<file path="config.mk">
export PLATFORM = sky130hd
export DESIGN_NAME = ps2_mouse_rx
export DESIGN_NICKNAME = d
export VERILOG_FILES = /design/src/rtl/ps2_pkg.sv /design/src/rtl/ps2_byte_rx.sv /design/src/rtl/ps2_mouse_rx.sv
export SDC_FILE = /design/constraint.sdc
export NUM_CORES = 1
export LEC_CHECK = 0
export CELL_PAD_IN_SITES_DETAIL_PLACEMENT = 1
export CELL_PAD_IN_SITES_GLOBAL_PLACEMENT = 1
export CORE_UTILIZATION = 43
export DETAILED_ROUTE_END_ITERATION = 6
export GPL_TIMING_DRIVEN = 1
export HOLD_SLACK_MARGIN = 0.02
export PLACE_DENSITY_LB_ADDON = 0.1
export SLEW_MARGIN = 20
export SYNTH_ARGS = -nofsm -noshare
export SYNTH_HDL_FRONTEND = slang
export SYNTH_HIERARCHICAL = 1
export SYNTH_SLANG_ARGS = --single-unit
</file>
<file path="constraint.sdc">
create_clock -name clk_sys -period 2.2 [get_ports clk_sys]
set_input_delay 0.55 -clock clk_sys [delete_from_list [all_inputs] [get_ports clk_sys]]
set_output_delay 0.55 -clock clk_sys [all_outputs]
set_load 0.03 [all_outputs]
</file>
<file path="src/rtl/ps2_pkg.sv">
// -----------------------------------------------------------------------------
// ps2_pkg
// Shared constants and types for the PS/2 mouse receive path:
//   - PS/2 frame geometry (start + 8 data + parity + stop)
//   - special device bytes that must never start a movement packet
//   - movement packet lengths (standard / IntelliMouse wheel)
//   - byte-receiver FSM state encoding
// -----------------------------------------------------------------------------
package ps2_pkg;

  localparam int FRAME_BITS = 11;
  localparam int DATA_BITS  = FRAME_BITS - 3;

  localparam logic [7:0] BYTE_ACK = 8'hFA;
  localparam logic [7:0] BYTE_BAT = 8'hAA;

  localparam int PKT_LEN_STD   = 3;
  localparam int PKT_LEN_WHEEL = 4;

  typedef enum logic [1:0] {
    ST_IDLE,
    ST_DATA,
    ST_PARITY,
    ST_STOP
  } byte_state_t;

  // A packet can only start on a byte with the always-one bit 3 set, and never
  // on an ACK or BAT (both happen to have bit 3 set as well).
  function automatic logic is_lead_byte(input logic [7:0] b);
    return b[3] && (b != BYTE_ACK) && (b != BYTE_BAT);
  endfunction

endpackage

</file>
<file path="src/rtl/ps2_byte_rx.sv">
// -----------------------------------------------------------------------------
// ps2_byte_rx
// Conditions the raw PS/2 clock/data pins (2-FF synchroniser + agreement
// filter) and deserialises 11-bit device-to-host frames.
//
// Ports:
//   clk_sys      in   system clock
//   reset_n      in   asynchronous active-low reset
//   i_ps2_clk    in   raw PS/2 clock pin (asynchronous)
//   i_ps2_data   in   raw PS/2 data pin (asynchronous)
//   o_byte       out  received byte, valid while o_byte_valid is high
//   o_byte_valid out  one-cycle pulse: good parity and stop bit
//   o_frame_err  out  one-cycle pulse: bad parity or stop bit
// -----------------------------------------------------------------------------
module ps2_byte_rx
  import ps2_pkg::*;
#(
  parameter int FILTER_LEN  = 8,
  parameter int BIT_TIMEOUT = 6400
) (
  input  logic       clk_sys,
  input  logic       reset_n,
  input  logic       i_ps2_clk,
  input  logic       i_ps2_data,
  output logic [7:0] o_byte,
  output logic       o_byte_valid,
  output logic       o_frame_err
);

  localparam int FCW = (FILTER_LEN > 1) ? $clog2(FILTER_LEN) : 1;
  localparam int BTW = (BIT_TIMEOUT > 1) ? $clog2(BIT_TIMEOUT) : 1;
  localparam logic [FCW-1:0] FCNT_LAST   = FCW'(FILTER_LEN - 1);
  localparam logic [BTW-1:0] BT_LAST     = BTW'(BIT_TIMEOUT - 1);
  localparam logic [2:0]     BITCNT_LAST = 3'(DATA_BITS - 1);

  // Channel 0 = clock, channel 1 = data.
  logic [1:0]          r_meta;
  logic [1:0]          r_sync;
  logic [1:0]          r_filt;
  logic [1:0][FCW-1:0] r_fcnt;
  logic                r_clk_prev;

  byte_state_t r_state;
  byte_state_t w_state_nxt;
  logic [7:0]     r_shift;
  logic [2:0]     r_bit_cnt;
  logic           r_parity;
  logic [BTW-1:0] r_bit_timer;

  logic w_fall;
  logic w_data;
  logic w_bit_to;
  logic w_stop_ok;
  logic w_byte_valid;
  logic w_frame_err;

  // Filters reset to 1 so an idle bus does not look like a falling edge.
  // NOTE: sequential state uses non-blocking (<=) so every register samples
  // the pre-edge values of the others, matching real flip-flops.
  always_ff @(posedge clk_sys or negedge reset_n) begin
    if (!reset_n) begin
      r_meta     <= '1;
      r_sync     <= '1;
      r_filt     <= '1;
      r_fcnt     <= '0;
      r_clk_prev <= 1'b1;
    end else begin
      r_meta     <= {i_ps2_data, i_ps2_clk};
      r_sync     <= r_meta;
      r_clk_prev <= r_filt[0];
      // Level changes only after FILTER_LEN consecutive samples disagree with
      // it; any agreeing sample restarts the count.
      for (int i = 0; i < 2; i++) begin
        if (r_sync[i] == r_filt[i]) begin
          r_fcnt[i] <= '0;
        end else if (r_fcnt[i] == FCNT_LAST) begin
          r_filt[i] <= r_sync[i];
          r_fcnt[i] <= '0;
        end else begin
          r_fcnt[i] <= r_fcnt[i] + 1'b1;
        end
      end
    end
  end

  assign w_fall   = r_clk_prev & ~r_filt[0];
  assign w_data   = r_filt[1];
  assign w_bit_to = (r_state != ST_IDLE) && !w_fall && (r_bit_timer == BT_LAST);

  always_ff @(posedge clk_sys or negedge reset_n) begin
    if (!reset_n) begin
      r_bit_timer <= '0;
    end else if ((r_state == ST_IDLE) || w_fall) begin
      r_bit_timer <= '0;
    end else if (r_bit_timer != BT_LAST) begin
      r_bit_timer <= r_bit_timer + 1'b1;
    end
  end

  always_ff @(posedge clk_sys or negedge reset_n) begin
    if (!reset_n) begin
      r_state <= ST_IDLE;
    end else begin
      r_state <= w_state_nxt;
    end
  end

  // NOTE: every output of this block gets a default first, so no path can
  // leave a value unassigned and infer a latch.
  always_comb begin
    w_state_nxt  = r_state;
    w_byte_valid = 1'b0;
    w_frame_err  = 1'b0;
    // Odd parity over data + parity bit, and the stop bit must be 1.
    w_stop_ok    = w_data & (^{r_shift, r_parity});
    if (w_bit_to) begin
      w_state_nxt = ST_IDLE;
    end else if (w_fall) begin
      case (r_state)
        ST_IDLE:   if (!w_data) w_state_nxt = ST_DATA;
        ST_DATA:   if (r_bit_cnt == BITCNT_LAST) w_state_nxt = ST_PARITY;
        ST_PARITY: w_state_nxt = ST_STOP;
        ST_STOP: begin
          w_state_nxt = ST_IDLE;
          if (w_stop_ok) w_byte_valid = 1'b1;
          else           w_frame_err  = 1'b1;
        end
        default:   w_state_nxt = ST_IDLE;
      endcase
    end
  end

  always_ff @(posedge clk_sys or negedge reset_n) begin
    if (!reset_n) begin
      r_shift   <= '0;
      r_bit_cnt <= '0;
      r_parity  <= 1'b0;
    end else if (w_fall && !w_bit_to) begin
      case (r_state)
        ST_IDLE: r_bit_cnt <= '0;
        ST_DATA: begin
          r_shift <= {w_data, r_shift[7:1]};
          if (r_bit_cnt != BITCNT_LAST) r_bit_cnt <= r_bit_cnt + 1'b1;
        end
        ST_PARITY: r_parity <= w_data;
        default: ;
      endcase
    end
  end

  assign o_byte       = r_shift;
  assign o_byte_valid = w_byte_valid;
  assign o_frame_err  = w_frame_err;

endmodule

</file>
<file path="src/rtl/ps2_mouse_rx.sv">
// -----------------------------------------------------------------------------
// ps2_mouse_rx
// Receives PS/2 mouse frames and assembles movement packets into the packet
// word consumed by the Kempston mouse block. Bit 24 toggles once per packet.
//
// Build option: define PS2_WHEEL_EN for 4-byte IntelliMouse packets; this adds
// the ps2_wheel output and moves the toggle to after the fourth byte.
//
// Ports:
//   clk_sys    in   system clock
//   reset_n    in   asynchronous active-low reset
//   ps2_clk    in   raw PS/2 clock pin (asynchronous)
//   ps2_data   in   raw PS/2 data pin (asynchronous)
//   ps2_mouse  out  [7:0] status, [15:8] dx, [23:16] dy, [24] packet toggle
//   ps2_wheel  out  signed Z byte (PS2_WHEEL_EN only)
//   frame_err  out  one-cycle pulse on a parity or stop-bit error
// -----------------------------------------------------------------------------
module ps2_mouse_rx
  import ps2_pkg::*;
#(
  parameter int FILTER_LEN  = 8,
  parameter int BIT_TIMEOUT = 6400,
  parameter int PKT_TIMEOUT = 128000
) (
  input  logic        clk_sys,
  input  logic        reset_n,
  input  logic        ps2_clk,
  input  logic        ps2_data,
  output logic [24:0] ps2_mouse,
`ifdef PS2_WHEEL_EN
  output logic [7:0]  ps2_wheel,
`endif
  output logic        frame_err
);

`ifdef PS2_WHEEL_EN
  localparam int PKT_LEN = PKT_LEN_WHEEL;
`else
  localparam int PKT_LEN = PKT_LEN_STD;
`endif
  localparam logic [1:0] IDX_LAST = 2'(PKT_LEN - 1);
  localparam int PTW = (PKT_TIMEOUT > 1) ? $clog2(PKT_TIMEOUT) : 1;
  localparam logic [PTW-1:0] PT_LAST = PTW'(PKT_TIMEOUT - 1);

  logic [7:0] w_byte;
  logic       w_byte_valid;
  logic       w_frame_err;
  logic       w_pkt_to;

  logic [1:0]     r_idx;
  logic [PTW-1:0] r_pkt_timer;
  logic [7:0]     r_b0;
  logic [7:0]     r_b1;
  logic [24:0]    r_mouse;
`ifdef PS2_WHEEL_EN
  logic [7:0]     r_b2;
  logic [7:0]     r_wheel;
`endif

  ps2_byte_rx #(
    .FILTER_LEN  (FILTER_LEN),
    .BIT_TIMEOUT (BIT_TIMEOUT)
  ) u_byte_rx (
    .clk_sys      (clk_sys),
    .reset_n      (reset_n),
    .i_ps2_clk    (ps2_clk),
    .i_ps2_data   (ps2_data),
    .o_byte       (w_byte),
    .o_byte_valid (w_byte_valid),
    .o_frame_err  (w_frame_err)
  );

  assign w_pkt_to = (r_idx != 2'd0) && (r_pkt_timer == PT_LAST);

  // byte_valid is tested first, so it wins over a same-cycle timeout.
  always_ff @(posedge clk_sys or negedge reset_n) begin
    if (!reset_n) begin
      r_idx       <= '0;
      r_pkt_timer <= '0;
      // NOTE: the byte holding registers are reset too; they are only a few
      // flops and this keeps X out of ps2_mouse under any packet sequence.
      r_b0        <= '0;
      r_b1        <= '0;
      r_mouse     <= '0;
`ifdef PS2_WHEEL_EN
      r_b2        <= '0;
      r_wheel     <= '0;
`endif
    end else if (w_byte_valid) begin
      r_pkt_timer <= '0;
      if (r_idx == 2'd0) begin
        if (is_lead_byte(w_byte)) begin
          r_b0  <= w_byte;
          r_idx <= 2'd1;
        end
      end else if (r_idx == IDX_LAST) begin
        // Whole word and toggle change together so the consumer never sees a
        // half-updated packet.
`ifdef PS2_WHEEL_EN
        r_mouse <= {~r_mouse[24], r_b2, r_b1, r_b0};
        r_wheel <= w_byte;
`else
        r_mouse <= {~r_mouse[24], w_byte, r_b1, r_b0};
`endif
        r_idx   <= 2'd0;
      end else begin
        if (r_idx == 2'd1) r_b1 <= w_byte;
`ifdef PS2_WHEEL_EN
        else               r_b2 <= w_byte;
`endif
        r_idx <= r_idx + 2'd1;
      end
    end else if (w_frame_err || w_pkt_to) begin
      r_idx       <= 2'd0;
      r_pkt_timer <= '0;
    end else if (r_idx == 2'd0) begin
      r_pkt_timer <= '0;
    end else if (r_pkt_timer != PT_LAST) begin
      r_pkt_timer <= r_pkt_timer + 1'b1;
    end
  end

  assign ps2_mouse = r_mouse;
  assign frame_err = w_frame_err;
`ifdef PS2_WHEEL_EN
  assign ps2_wheel = r_wheel;
`endif

endmodule

</file>
Word level (Yosys, flattened, before mapping) --
Cells that the tools add are included.
Storage, ports and cells: bits in latches 0, register bits 100, bits in writable memories 0, ROM bits 0, memories 0
Operators by class: add/subtract/negate cells 6, mux-type cells 30, shift operators 0, reduce and logical (&&, ||, !) cells 30, bitwise logic cells 8, equality and inequality tests 21, order comparisons 0, $mul 0, div/mod/pow operators 0
Operators by type and width (number):
- 17-bit two-way mux | 4
- 13-bit two-way mux | 2
- 2-bit two-way mux | 9
- 17-bit by 1-bit adder with 17-bit output, second input constant | 1
- 17-bit equality test, second input constant | 1
- 17-bit != test, second input constant | 1
- 8-bit != test, second input constant | 2
- 3-bit two-way mux | 5
- 13-bit by 1-bit adder with 13-bit output, second input constant | 1
- 13-bit equality test, second input constant | 1
- 13-bit != test, second input constant | 1
- 3-bit AND reduction | 4
- 2-bit nonzero test | 6
- 2-bit AND reduction | 5
- 3-bit by 1-bit adder with 3-bit output, second input constant | 3
- 3-bit equality test, second input constant | 3
- 3-bit != test, second input constant | 3
- 9-bit XOR reduction | 1
- 1-bit two-way mux | 8
- 2-bit case mux with 4 select lines | 1
- 2-bit equality test, second input constant | 3
- 1-bit logical AND | 6
- 1-bit inverter | 6
- 3-bit case mux with 2 select lines | 1
- 11 further kinds | 17

Logic depth before layout (Yosys ltp) --
depth in word-level cells 9, gate-level depth with buffers 10, gate-level depth less buffers 8

Cells and area by module --
Netlist, hierarchy kept.
Modules (own cells, without submodules):
- ps2_mouse_rx | area each 2499.9 µm², instances 1, seq. area each 1501.4 µm², cells an instance 183
- ps2_byte_rx | area each 2018.2 µm², instances 1, seq. area each 1009.7 µm², cells an instance 175

Worst setup path after synthesis --
Ideal clock, no wire load.
path type flip-flop to flip-flop, start point reg u_byte_rx.r_shift[1], in the netlist u_byte_rx/o_byte[1], end point reg r_b0[0], path slack -279 ps, required time 2075 ps, clock period less this slack 2479 ps, stages on the path, launching flop included 9, arrival 2354 ps, path through dfrtp_1 xor2_1 xnor3_1 mux2i_1 and3_1 nor2b_1 nand3b_1 a31oi_2 mux2_2
On the way: cells in the longest elaborated chain, start to end 7, elaborated cells on any way between the ends 11, classes of those cells 2 x eq/ne; 4 x mux; 1 x bitwise; 4 x reduce/logical
Ends and longest elaborated chain:
- from (decl) | RTL line ps2_byte_rx.sv:45 | logic [7:0] r_shift;
- from (signal assigned) | RTL line ps2_byte_rx.sv:142 | r_shift <= {w_data, r_shift[7:1]};
- 9-bit XOR reduction | RTL line ps2_byte_rx.sv:115 | w_stop_ok = w_data & (^{r_shift, r_parity});
- 1-bit bitwise AND | RTL line ps2_byte_rx.sv:115
- 1-bit two-way mux | RTL line ps2_byte_rx.sv:125 | if (w_stop_ok) w_byte_valid = 1'b1;
- 1-bit two-way mux | RTL line ps2_byte_rx.sv:119 | case (r_state)
- 1-bit two-way mux | RTL line ps2_byte_rx.sv:118 | end else if (w_fall) begin
- 1-bit two-way mux | RTL line ps2_byte_rx.sv:116 | if (w_bit_to) begin
- net w_byte_valid | RTL line ps2_mouse_rx.sv:46 | logic w_byte_valid;
- 3-bit AND reduction (no source line)
- to (signal assigned) | RTL line ps2_mouse_rx.sv:93 | r_b0 <= w_byte;
- to (decl) | RTL line ps2_mouse_rx.sv:52 | logic [7:0] r_b0;
The timed path passes the listed nets, and every way through them passes these cells. A chain may end at the register's enable or synchronous reset.

Worst setup path in the final report --
start point reg u_byte_rx.r_shift[4], in the netlist u_byte_rx/o_byte[4], end point reg r_b0[4]
Same word-level chain as after synthesis.

==> results.ini <==
[clocking]
clk_pin_slew_ns = 0.09
cts_buffers = 9
clock_sinks = 100
cts_tree = built
clock_latency_ns = 0.37
cts_root_buf = clkbuf_8
htree_levels = 3
clk_path_buf_depth = 2
ctsHoldBuffers = 0

[floorplanning]
dieArea_mm2 = 0.0109
ios = 30
chipHeight_um = 105
core_mm2 = 0.0103
die_w_um = 105
start_util = 0.440
rows = 37

[final_layout]
nFillCells = 1048
multiInputGateArea_mm2 = 0.00214
fin_nets = 441
fin_util = 0.555
antenna_cells = 0
drive_gt1_frac = 0.343
register_area_mm2 = 0.00251
syn2layout_area_growth_pct = 26.2

[detailed_routing]
num_vias = 3020
viasPerCell = 5.35
dr_wl_met3_um = 221
drt-initial-drc-count = 55
dr.pass1.iters = 4
routed_wirelength_mm = 9.72
routedWlPerCell_um = 17.2
highest_layer = met4
final_antenna_net_count = 0
drc = 0
met2_length_mm = 4.77
drt-met1-wl_mm = 4.52

[global_route]
gr-total-overflow = 0
grt_max_degree = 101
grt_pass1_vias = 3215
grt_pass1_wl_mm = 16.0
track_usage = 0.189
antenna_found_initial = 0

[setup_path]
end_kind = flop
r2r-end = r_b0[4]$_DFFE_PN0P_
reg2reg_from = u_byte_rx/o_byte[4]$_DFFE_PN0P_
required_ns = 2.45
worstPathMaxFanout = 5
rr_worst_depth = 8
critPathKind = reg -> reg
cp-start-kind = flop
cp.arrival_ns = 2.84
rrSetupSlack_ns = -0.39

[place]
gp_congestion = 0.764
dpl.hpwl_mm = 6.07
port_buffers = 29

[timing]
min_period_over_period = 1.18
worst_slew_pin_slew_ns = 0.666
setup_viol = 61
rsz0062_at_grt = yes
finalClockSkew_ns = 0.00785
drv_slew = 0
min_period_ns = 2.59
slew_headroom = 0.550
holdWs_ns = 0.219
final.setup.worst_slack_ns = -0.391
final-hold-violation-count = 0
fmaxAchievable_ghz = 0.386

[synth]
synthFlopType = dfrtp_1
ys_seq_elements = 100
synth-warning-count = 6
syn_nets = 375
ys_seq_area_frac = 0.556
netlist_area_mm2 = 0.00452
synth_cell_types = 50
synth_area_per_cell_um2 = 12.6
synth-edff-count = 0
synthCells = 358
async_flop_share = 1.00

[hold_path]
hold_class = in -> async

[outcome]
status = complete, but fails checks
violations = setup timing

[pwr]
p_int_mw = 3.08
swShare = 0.274
power_frac_clock = 0.325
pwr-share-comb = 0.178
power.leakage_nw = 2.54
max-vdd-ir-drop_mv = 0.346
p_per_area_mw_per_mm2 = 743
power_frac_seq = 0.498
p_sw_mw = 1.16

[run]
maxCapViolations = 0

Yosys cell counts, types with 3 or more instances:
library cell / count / area share
xnor2_1: 18 / 0.035
nor4_1: 7 / 0.0097
and3_1: 3 / 0.0042
xor2_1: 8 / 0.016
nand4_1: 9 / 0.012
mux2i_1: 4 / 0.0089
mux2_2: 51 / 0.13
nor2_1: 26 / 0.022
a31o_2: 4 / 0.0078
ha_1: 13 / 0.036
dfstp_2: 7 / 0.041
nand2_1: 22 / 0.018
nand3_1: 11 / 0.012
nor3_1: 5 / 0.0055
and2_1: 4 / 0.0055
buf_2: 3 / 0.0033
o21ai_0: 11 / 0.012
a22o_1: 3 / 0.0058
a21oi_1: 5 / 0.0055
nand2b_1: 3 / 0.0042
nor2b_1: 3 / 0.0042
inv_1: 7 / 0.0058
dfrtp_1: 93 / 0.52
layout by cell type (no fill, tap or decap), drive strengths merged, types with 4 or more instances in the layout:
cell           instances
nor2                  27
clkdlybuf4s50         27
clkbuf                12
inv                    7
nand4                 10
o21ai                 11
nor3                   5
nand2                 22
and2                   4
xor2                   8
buf                   34
a21oi                  5
mux2i                  4
mux2                  51
ha                    13
nor4                   9
nand3                 12
dfstp                  7
a31o                   4
and3                   6
dfrtp                 93
xnor2                 18
or3                    4
what timing repair did:
item	in CTS	in global routing
pin swaps	6	16
setup endpoints to repair	60	61
buffers inserted	2	4
gates cloned	3	2
resized for setup	39	26
critical path: stages, from the launching register on:
cell	delay, ns
dfrtp_1	0.40
xor2_1	0.16
xnor3_1	0.42
mux2i_2	0.28
and3_4	0.23
nor2b_4	0.14
nand3b_1	0.16
a31oi_4	0.34
mux2_4	0.34
flip-flops by register name (all words and copies together) (netlist names):
signal,cells
u_byte_rx/r_state,2
ps2_mouse,25
u_byte_rx/r_fcnt,6
u_byte_rx/r_filt,2
u_byte_rx/o_byte,8
r_b1,8
u_byte_rx/r_meta,2
u_byte_rx/r_bit_cnt,3
u_byte_rx/r_sync,2
r_b0,8
u_byte_rx/r_parity,1
r_pkt_timer,17
u_byte_rx/r_clk_prev,1
r_idx,2
u_byte_rx/r_bit_timer,13
cells by family (layout without fill, tap and decap cells):
kind of cell / after synthesis / count (layout) / share of synthesized area
AOI/OAI and AO/OA: 33 / 34 / 0.0498
DFF: 100 / 100 / 0.556
xor gates and xnor gates: 28 / 28 / 0.0604
muxes: 55 / 55 / 0.136
buffers and inverters: 14 / 84 / 0.0197
adders and majority gates: 13 / 13 / 0.0360
and+or+nand+nor: 115 / 115 / 0.142
cell type report:
type,count,share of cell area
sequential,100,0.440
timing repair buffer,61,0.109
inverter,7,0.00461
clock buffer,12,0.0237
clock inverter,4,0.0171
multi-input combinational,245,0.375
tap,136,0.0298
metal layers:
metal / GRT usage / vias up
li1: - / 1400
met1: 0.254 / 1568
met2: 0.296 / 37
met3: 0.0326 / 15
met4: 0.0908 / 0
met5: 0 / -
power by group through the flow:
stage                     Combinational [mW]  Sequential (mW)  Clock, mW
after floorplan                        0.505             2.13          0
after global placement                 0.713             2.14          0
after detailed placement               0.737             2.15          0
after CTS                              0.751             2.11       1.44
after global routing                   0.848             2.13       1.49
final                                  0.752             2.11       1.38
metrics by stage:
step / instances / power [mW] / setup TNS (ns) / area [um^2] / setup slack [ns]
final: 565 / 4.24 / -9.53 / 5700 / -0.391
after global routing: 565 / 4.47 / -16.43 / 5700 / -0.499
after CTS: 560 / 4.30 / -4.88 / 5570 / -0.300
after detailed placement: 539 / 2.88 / -2.99 / 5120 / -0.250
after global placement: 539 / 2.85 / -1.98 / 5120 / -0.188
after floorplan: 358 / 2.63 / -2.02 / 4530 / -0.157
how the worst max path moves through the flow:
stage | endpoint | depth (start not counted) | slack, ns | from
3_3_place_gp | r_b0[5]$_DFFE_PN0P_ | 8 | -0.19 | u_byte_rx/o_byte[1]$_DFFE_PN0P_
3_5_place_dp | r_b0[7]$_DFFE_PN0P_ | 8 | -0.25 | u_byte_rx/o_byte[1]$_DFFE_PN0P_
6_report | r_b0[4]$_DFFE_PN0P_ | 8 | -0.39 | u_byte_rx/o_byte[4]$_DFFE_PN0P_
4_1_cts | frame_err | 6 | -0.30 | u_byte_rx/o_byte[6]$_DFFE_PN0P_
2_1_floorplan | r_b0[0]$_DFFE_PN0P_ | 8 | -0.16 | u_byte_rx/o_byte[1]$_DFFE_PN0P_
5_1_grt | r_b0[4]$_DFFE_PN0P_ | 8 | -0.50 | u_byte_rx/o_byte[4]$_DFFE_PN0P_
No activity file was read; power rests on OpenSTA's default activity.
